==> src/rtl/mdu_param.sv <==
// rtl/mdu_param.sv - HI/LO multiply/divide unit: pipelined-latency multiply/accumulate,
// iterative restoring divide with sign fix, mthi/mtlo moves and mfhi/mflo read port.
module mdu_param #(
  parameter int WIDTH   = 32,
  parameter int MUL_LAT = 5
) (
  input  logic             clk,
  input  logic             reset,
  input  logic             req,
  input  logic             clr,
  input  logic             start,
  input  logic [3:0]       op,
  input  logic [WIDTH-1:0] src_a,
  input  logic [WIDTH-1:0] src_b,
  output logic [WIDTH-1:0] hi,
  output logic [WIDTH-1:0] lo,
  output logic [WIDTH-1:0] rd_data,
  output logic             busy,
  output logic             dbz
);

  localparam int W2 = 2 * WIDTH;
  localparam int CW = 7;
  localparam logic [CW-1:0] MUL_CNT = CW'(MUL_LAT - 1);
  localparam logic [CW-1:0] DIV_CNT = CW'(WIDTH - 1);

  localparam logic [3:0] OP_MULT  = 4'd1;
  localparam logic [3:0] OP_MULTU = 4'd2;
  localparam logic [3:0] OP_DIV   = 4'd3;
  localparam logic [3:0] OP_DIVU  = 4'd4;
  localparam logic [3:0] OP_MADD  = 4'd5;
  localparam logic [3:0] OP_MADDU = 4'd6;
  localparam logic [3:0] OP_MSUB  = 4'd7;
  localparam logic [3:0] OP_MSUBU = 4'd8;
  localparam logic [3:0] OP_MTHI  = 4'd9;
  localparam logic [3:0] OP_MTLO  = 4'd10;
  localparam logic [3:0] OP_MFHI  = 4'd11;
  localparam logic [3:0] OP_MFLO  = 4'd12;

  typedef enum logic [1:0] {IDLE, MUL, DIV, FIX} state_t;

  state_t            state_q, state_d;
  logic [CW-1:0]     cnt_q, cnt_d;
  logic [W2-1:0]     acc_q, acc_d;
  logic [WIDTH-1:0]  rem_q, rem_d;
  logic [WIDTH-1:0]  quo_q, quo_d;
  logic [WIDTH-1:0]  dvs_q, dvs_d;
  logic              qneg_q, qneg_d;
  logic              rneg_q, rneg_d;
  logic              dz_q, dz_d;
  logic [WIDTH-1:0]  hi_q, hi_d;
  logic [WIDTH-1:0]  lo_q, lo_d;
  logic              busy_q, busy_d;
  logic              dbz_q, dbz_d;

  logic              accept;
  logic              is_signed;
  logic [W2-1:0]     ext_a, ext_b, product, hilo;
  logic              neg_a, neg_b;
  logic [WIDTH-1:0]  mag_a, mag_b;
  logic [WIDTH:0]    shifted, diff;

  always_comb begin
    accept    = start && !req && !clr && (state_q == IDLE);
    is_signed = (op == OP_MULT) || (op == OP_DIV) || (op == OP_MADD) || (op == OP_MSUB);
    ext_a     = is_signed ? {{WIDTH{src_a[WIDTH-1]}}, src_a} : {{WIDTH{1'b0}}, src_a};
    ext_b     = is_signed ? {{WIDTH{src_b[WIDTH-1]}}, src_b} : {{WIDTH{1'b0}}, src_b};
    product   = ext_a * ext_b;
    hilo      = {hi_q, lo_q};
    neg_a     = is_signed && src_a[WIDTH-1];
    neg_b     = is_signed && src_b[WIDTH-1];
    mag_a     = neg_a ? -src_a : src_a;
    mag_b     = neg_b ? -src_b : src_b;
    // One restoring step: shift the next dividend bit into the partial remainder and trial-subtract.
    shifted   = {rem_q, quo_q[WIDTH-1]};
    diff      = shifted - {1'b0, dvs_q};
  end

  always_comb begin
    state_d = state_q;
    cnt_d   = cnt_q;
    acc_d   = acc_q;
    rem_d   = rem_q;
    quo_d   = quo_q;
    dvs_d   = dvs_q;
    qneg_d  = qneg_q;
    rneg_d  = rneg_q;
    dz_d    = dz_q;
    hi_d    = hi_q;
    lo_d    = lo_q;
    busy_d  = busy_q;
    dbz_d   = 1'b0;

    if (clr) begin
      state_d = IDLE;
      busy_d  = 1'b0;
    end else begin
      case (state_q)
        IDLE: begin
          if (accept) begin
            case (op)
              OP_MULT, OP_MULTU, OP_MADD, OP_MADDU, OP_MSUB, OP_MSUBU: begin
                if (op == OP_MADD || op == OP_MADDU)      acc_d = hilo + product;
                else if (op == OP_MSUB || op == OP_MSUBU) acc_d = hilo - product;
                else                                      acc_d = product;
                cnt_d   = MUL_CNT;
                state_d = MUL;
                busy_d  = 1'b1;
              end
              OP_DIV, OP_DIVU: begin
                busy_d = 1'b1;
                if (src_b == '0) begin
                  // Skip iteration; FIX then publishes {src_a, all ones} unmodified.
                  rem_d   = src_a;
                  quo_d   = '1;
                  qneg_d  = 1'b0;
                  rneg_d  = 1'b0;
                  dz_d    = 1'b1;
                  state_d = FIX;
                end else begin
                  rem_d   = '0;
                  quo_d   = mag_a;
                  dvs_d   = mag_b;
                  qneg_d  = neg_a ^ neg_b;
                  rneg_d  = neg_a;
                  dz_d    = 1'b0;
                  cnt_d   = DIV_CNT;
                  state_d = DIV;
                end
              end
              OP_MTHI: hi_d = src_a;
              OP_MTLO: lo_d = src_a;
              default: ;
            endcase
          end
        end
        MUL: begin
          if (cnt_q == '0) begin
            {hi_d, lo_d} = acc_q;
            state_d      = IDLE;
            busy_d       = 1'b0;
          end else begin
            cnt_d = cnt_q - CW'(1);
          end
        end
        DIV: begin
          if (!diff[WIDTH]) begin
            rem_d = diff[WIDTH-1:0];
            quo_d = {quo_q[WIDTH-2:0], 1'b1};
          end else begin
            rem_d = shifted[WIDTH-1:0];
            quo_d = {quo_q[WIDTH-2:0], 1'b0};
          end
          if (cnt_q == '0) state_d = FIX;
          else             cnt_d   = cnt_q - CW'(1);
        end
        FIX: begin
          // Most-negative / -1 falls out naturally: magnitude quotient negates back to itself.
          hi_d    = rneg_q ? -rem_q : rem_q;
          lo_d    = qneg_q ? -quo_q : quo_q;
          dbz_d   = dz_q;
          state_d = IDLE;
          busy_d  = 1'b0;
        end
        default: state_d = IDLE;
      endcase
    end
  end

  always_ff @(posedge clk) begin
    if (reset) begin
      state_q <= IDLE;
      cnt_q   <= '0;
      acc_q   <= '0;
      rem_q   <= '0;
      quo_q   <= '0;
      dvs_q   <= '0;
      qneg_q  <= 1'b0;
      rneg_q  <= 1'b0;
      dz_q    <= 1'b0;
      hi_q    <= '0;
      lo_q    <= '0;
      busy_q  <= 1'b0;
      dbz_q   <= 1'b0;
    end else begin
      state_q <= state_d;
      cnt_q   <= cnt_d;
      acc_q   <= acc_d;
      rem_q   <= rem_d;
      quo_q   <= quo_d;
      dvs_q   <= dvs_d;
      qneg_q  <= qneg_d;
      rneg_q  <= rneg_d;
      dz_q    <= dz_d;
      hi_q    <= hi_d;
      lo_q    <= lo_d;
      busy_q  <= busy_d;
      dbz_q   <= dbz_d;
    end
  end

  always_comb begin
    case (op)
      OP_MFHI: rd_data = hi_q;
      OP_MFLO: rd_data = lo_q;
      default: rd_data = '0;
    endcase
  end

  assign hi   = hi_q;
  assign lo   = lo_q;
  assign busy = busy_q;
  assign dbz  = dbz_q;

endmodule

==> config.mk <==
export PLATFORM = sky130hd
export DESIGN_NAME = mdu_param
export DESIGN_NICKNAME = d
export VERILOG_FILES = /design/src/rtl/mdu_param.sv
export SDC_FILE = /design/constraint.sdc
export NUM_CORES = 2
export LEC_CHECK = 0
export CORE_ASPECT_RATIO = 0.9
export CORE_MARGIN = 2
export CORE_UTILIZATION = 40
export DETAILED_ROUTE_END_ITERATION = 7
export PLACE_DENSITY_LB_ADDON = 0.08
export SETUP_SLACK_MARGIN = 0.2
export SYNTH_ARGS = -nofsm -noshare
export SYNTH_HDL_FRONTEND = slang
export SYNTH_SLANG_ARGS = --single-unit
==> constraint.sdc <==
create_clock -name clk -period 16.4 [get_ports clk]
set_input_delay 3.28 -clock clk [delete_from_list [all_inputs] [get_ports clk]]
set_output_delay 3.28 -clock clk [all_outputs]
set_load 0.01 [all_outputs]
# Word-level counts from Yosys, hierarchy flattened
# Cells that the tools add are included.
# Widths: inputs -> output; s select.
# totals
inputBits	73
wordCells	129
output_inout_bits	98
ff_bits	238
# classes
n_bitwise	4
mux	45
reduce_logical	33
n_mul	1
addsub	8
n_eq_ne	25
# op_table
op	n
$mux 32	17
$mux 64	4
$pmux 32 s2	3
$pmux 32 s3	2
$neg 32->32	4
$add 64x64->64	1
$mul 64x64->64	1
$sub 64x64->64	1
$sub 33x32->33	1
$logic_not 32->1	1
$pmux 7 s2	2
$mux 7	3
$eq 4x4->1 const B	5
$reduce_and 4->1	5
$eq 4x3->1 const B	4
$reduce_and 5->1	3
$ne 2x2->1 const B	5
$eq 4x2->1 const B	2
$mux 1	8
$pmux 2 s4	1
$reduce_or 8->1	1
$logic_not 7->1	1
$sub 7x1->7 const B	1
$mux 2	3
20 further kinds	37

# Depth between registers and ports, before layout
# logic_depth
ltp_word	10
ltp_mapped	51
depth_no_buf	45

# Worst setup path before layout
# Ideal clock, no wire load.
# synth_timing
path_type	input to register
start	in op[3]
end	reg acc_q[63]
cell_stages	47
t_arrival_ns	14.593
path_slack_ns	1.682
setup_ns	0.125
n_path_buf	6
required_time_ns	16.275
cell_sequence	clkbuf_1 > nor2b_1 > clkbuf_1 > and2_0 > clkbuf_1 > clkbuf_1 > buf_1 > nand2_1 > fa_1 > inv_1 > fa_1 > fa_1 > inv_1 > fa_1 > fa_1 > inv_1 > fa_1 > fa_1 > (+11 left out) > a22oi_2 > a221o_2 > a41oi_1 > xor2_1 > inv_1 > ha_1 > clkbuf_1 > nor2_1 > and4_1 > nand2_1 > and4b_1 > o21ai_0 > or4_1 > o21ai_0 > a21o_1 > o21ai_0 > xnor2_1 > o21ai_0
# synth_via
elab_chain_len	9
elab_cells_between_ends	21
classes_between	2 x add/sub; 1 x mul; 7 x eq/ne; 4 x mux; 7 x reduce/logical
# synth_lines
element	line_no	text
start: declaration	12	input logic [3:0] op,
$eq 4x1->1 or $eq 4x2->1 (tied branches)	65, 101	
$logic_or 1x1->1 (3 in a row)	65	is_signed = (op == OP_MULT) || (op == OP_DIV) || (op == OP_MADD) || (op == OP_MSUB);
$mux 64, on equally long branches	66, 67	
$mul 64x64->64	68	product = ext_a * ext_b;
$sub 64x64->64	104	else if (op == OP_MSUB || op == OP_MSUBU) acc_d = hilo - product;
$mux 64	104	
$mux 64	103	if (op == OP_MADD || op == OP_MADDU) acc_d = hilo + product;
end signal: assignment	174	acc_q <= '0;
end signal: assignment	188	acc_q <= acc_d;
end: declaration	44	logic [W2-1:0] acc_q, acc_d;
# Parallel ways exist; a longest one is shown, timed or not.
# A chain may end at the register's enable or synchronous reset.

# Worst setup path after layout
# layout_timing
start	in op[3]
end	reg acc_q[62]
# The elaborated chain is that of the path after synthesis.

==> metrics.txt <==
Overflow after GRT=0; placed cell area=around 76000 um2; fin crit share=0.957; Hold EP=acc_q[56]; Unique masters post-synth=110; die area=181000 um2; fill count=17900; Seq/Total Area, Yosys=0.0669; area of the mapped netlist=71200 um2; CP Class=in2reg; CP dominant cell by count=fa_1; Avg Inst Size Synth=8.42 um2; type of origin of the critical path=primary input; CTS Buffer Depth=3; Port Buffer Count=between 150 and 200; antenna viol nets, final=0; status=completed; Worst EP arrival=16.24 ns; count leader, synth=inv_1; Gate Count Post-Synth=8456; final hold viol count=0; critical path's top delay family=adder cells; first-pass GRT wire length=410000 um; Worst path max stage delay=just over 0.8 ns; worst hold path class=reg2reg; total negative slack=0 ns; CTS tree=yes; I/O pin cnt=about 170; Worst path slowest cell=fa_1; WL/cell=between 20 and 25 um; Placer Congestion=0.987; CTS buffer count=31; die width=~450 um; post-route setup slack=0.699 ns; largest net degree at the start of global routing=roughly 100; Clock transition at path regs=0.06 ns; post-synthesis register bit count=between 200 and 250; Final HPWL DP=221000 um; Slew HR=0.168; Post-CTS Setup Bufs=0; Residual DRC=0; maximum capacitance violations=0; 1st-iter DRT viols=4213; Worst R2R Start=quo_q[31]; fraction of registers with async set/reset=0; vias after detailed routing=roughly 59000; top post-synthesis cells by count=inv_1 (1795), fa_1 (1425), nand2_1 (1031); Worst Tran Pin Value=1.25 ns; Total Routing Usage GR=0.300; worst-path fanout max=16; Post-synth EDFFs=0; first-pass detailed-route iteration total=6; highest clock rate=between 60 and 70 MHz; RSZ-0062 raised after global routing=yes; R2R Path End=rem_q[9]; vias in the first global route=~62000; Worst-Skew Late Latency=around 0.6 ns; Worst Setup SP=op[3]; worst path required time=16.94 ns; Register-to-Register Path Depth=15; largest cells by area after synthesis=fa_1 (40%), inv_1 (9.5%), ha_1 (8.4%); drt total wl=about 270000 um; layout cell share with drive strength beyond 1=0.0537; Core Area=176000 um2; endpoints failing setup=0; Die Span Y=404 um; Worst Skew=0.0195 ns; hold depth=2; Finished Cell Area=76700 um2; Worst Path Buf+Inv=11; Final Critical Period=between 15 and 20 ns; antenna violations before repair=25; Via density=around 5.5; Synth top area share=0.401; Layout area overhead=7.78%; CTS Root Cell=clkbuf_16; Worst Hold Launch=acc_q[56]; Most used DFF post-synth=dfxtp_1; r2r setup slk=approximately 11 ns; sinks on the clock net=238; Max Transition Viols Final=0; htree depth=1; Final Net Count=10400; largest area contributor in the netlist=fa_1; Syn. warnings=0; CP Capture Type=flop; pre-CTS setup slack=0.0983 ns; FP Rows=146; Synthesized Nets=between 10000 and 15000; Initial Utilization=0.403
[per-layer routing]
layer	part of all wire	track usage
met5	0.000085	0
met4	0.031	0.0824
met3	0.050	0.0217
met2	0.49	0.524
met1	0.43	0.400
[layout make-up]
class / instances / area, um2 / share of cell area
multi-input combinational: 5911 / 57800 / 0.753
inverter: 1798 / 6750 / 0.0880
sequential: 238 / 4760 / 0.0621
timing repair buffer: 412 / 3410 / 0.0444
tap: 2368 / 2960 / 0.0386
clock buffer: 40 / 860 / 0.0112
clock inverter: 13 / 156 / 0.00204
antenna: 8 / 20.0 / 0.000261
[sequential cells by signal (all words and copies together), names as in the netlist]
| register | cells |
|---|---|
| acc_q | 64 |
| dvs_q | 32 |
| hi | 32 |
| lo | 32 |
| quo_q | 32 |
| rem_q | 32 |
| cnt_q | 7 |
| state_q | 2 |
| busy | 1 |
| dbz | 1 |
| dz_q | 1 |
| qneg_q | 1 |
| rneg_q | 1 |
[worst max path at each step]
stage | end | slack (ns) | cells past startpoint
after global routing | acc_q[56] | 0.18 | 43
final | acc_q[62] | 0.70 | 41
after CTS | acc_q[56] | 0.69 | 42
after detailed placement | acc_q[56] | 0.1 | 42
after global placement | acc_q[56] | 0.17 | 40
after floorplan | acc_q[63] | 1.68 | 47
[worst register-to-register path, delay by kind of cell, from the launching register on]
| family | cells | cell delay, ns |
|---|---|---|
| buffers and inverters | 1 | 0.08 |
| AND/OR/NAND/NOR | 3 | 1.08 |
| flip-flops | 1 | 0.50 |
| multiplexers | 2 | 0.85 |
| adder cells (fa/ha/maj) | 2 | 0.64 |
| AO/OA/AOI/OAI | 7 | 1.78 |
[layout by cell type (no fill, tap or decap), drive strengths merged, types with 32 or more instances in the layout]
cell type	Yosys	final
inv	1795	1796
fa	1425	1425
nand2	1032	1032
ha	478	478
nor2	461	461
a21oi	372	372
and2	355	355
buf	82	281
dfxtp	238	238
xnor2	221	221
o21ai	185	185
clkdlybuf4s50	0	127
nor3	112	112
a221oi	104	104
a211oi	91	91
a21o	89	89
xor2	76	76
a22oi	60	60
a311oi	59	59
o21bai	58	58
nand3	56	56
o31ai	51	51
nand2b	44	44
and3	41	41
clkbuf	427	41
a22o	37	37
nor4	36	36
nor2b	33	33
nand4	32	32
[cells by family after synthesis]
kind of cell    synth area share
buf+inv                    0.123
simple gates               0.148
fa+ha+maj                  0.485
compound gates             0.134
xor+xnor                  0.0369
flops                     0.0669
mux                      0.00562
[metrics by stage]
stage | hold WS, ns | utilization | std cells
4_1_cts | 0.457 | 0.435 | 10800
5_1_grt | 0.472 | 0.435 | 10800
3_3_place_gp | 0.444 | 0.429 | 10700
2_1_floorplan | 0.414 | - | 8456
3_5_place_dp | 0.447 | 0.429 | 10700
6_report | 0.457 | 0.435 | 10800
[what timing repair did]
| item | in CTS | in global routing |
|---|---|---|
| setup endpoints to repair | 0 | 10 |
| gates resized for setup | 0 | 6 |
| hold buffers | 0 | 0 |
Power is not shown: default switching activity piles up to over one toggle a cycle in this logic, so the estimate is an artifact.
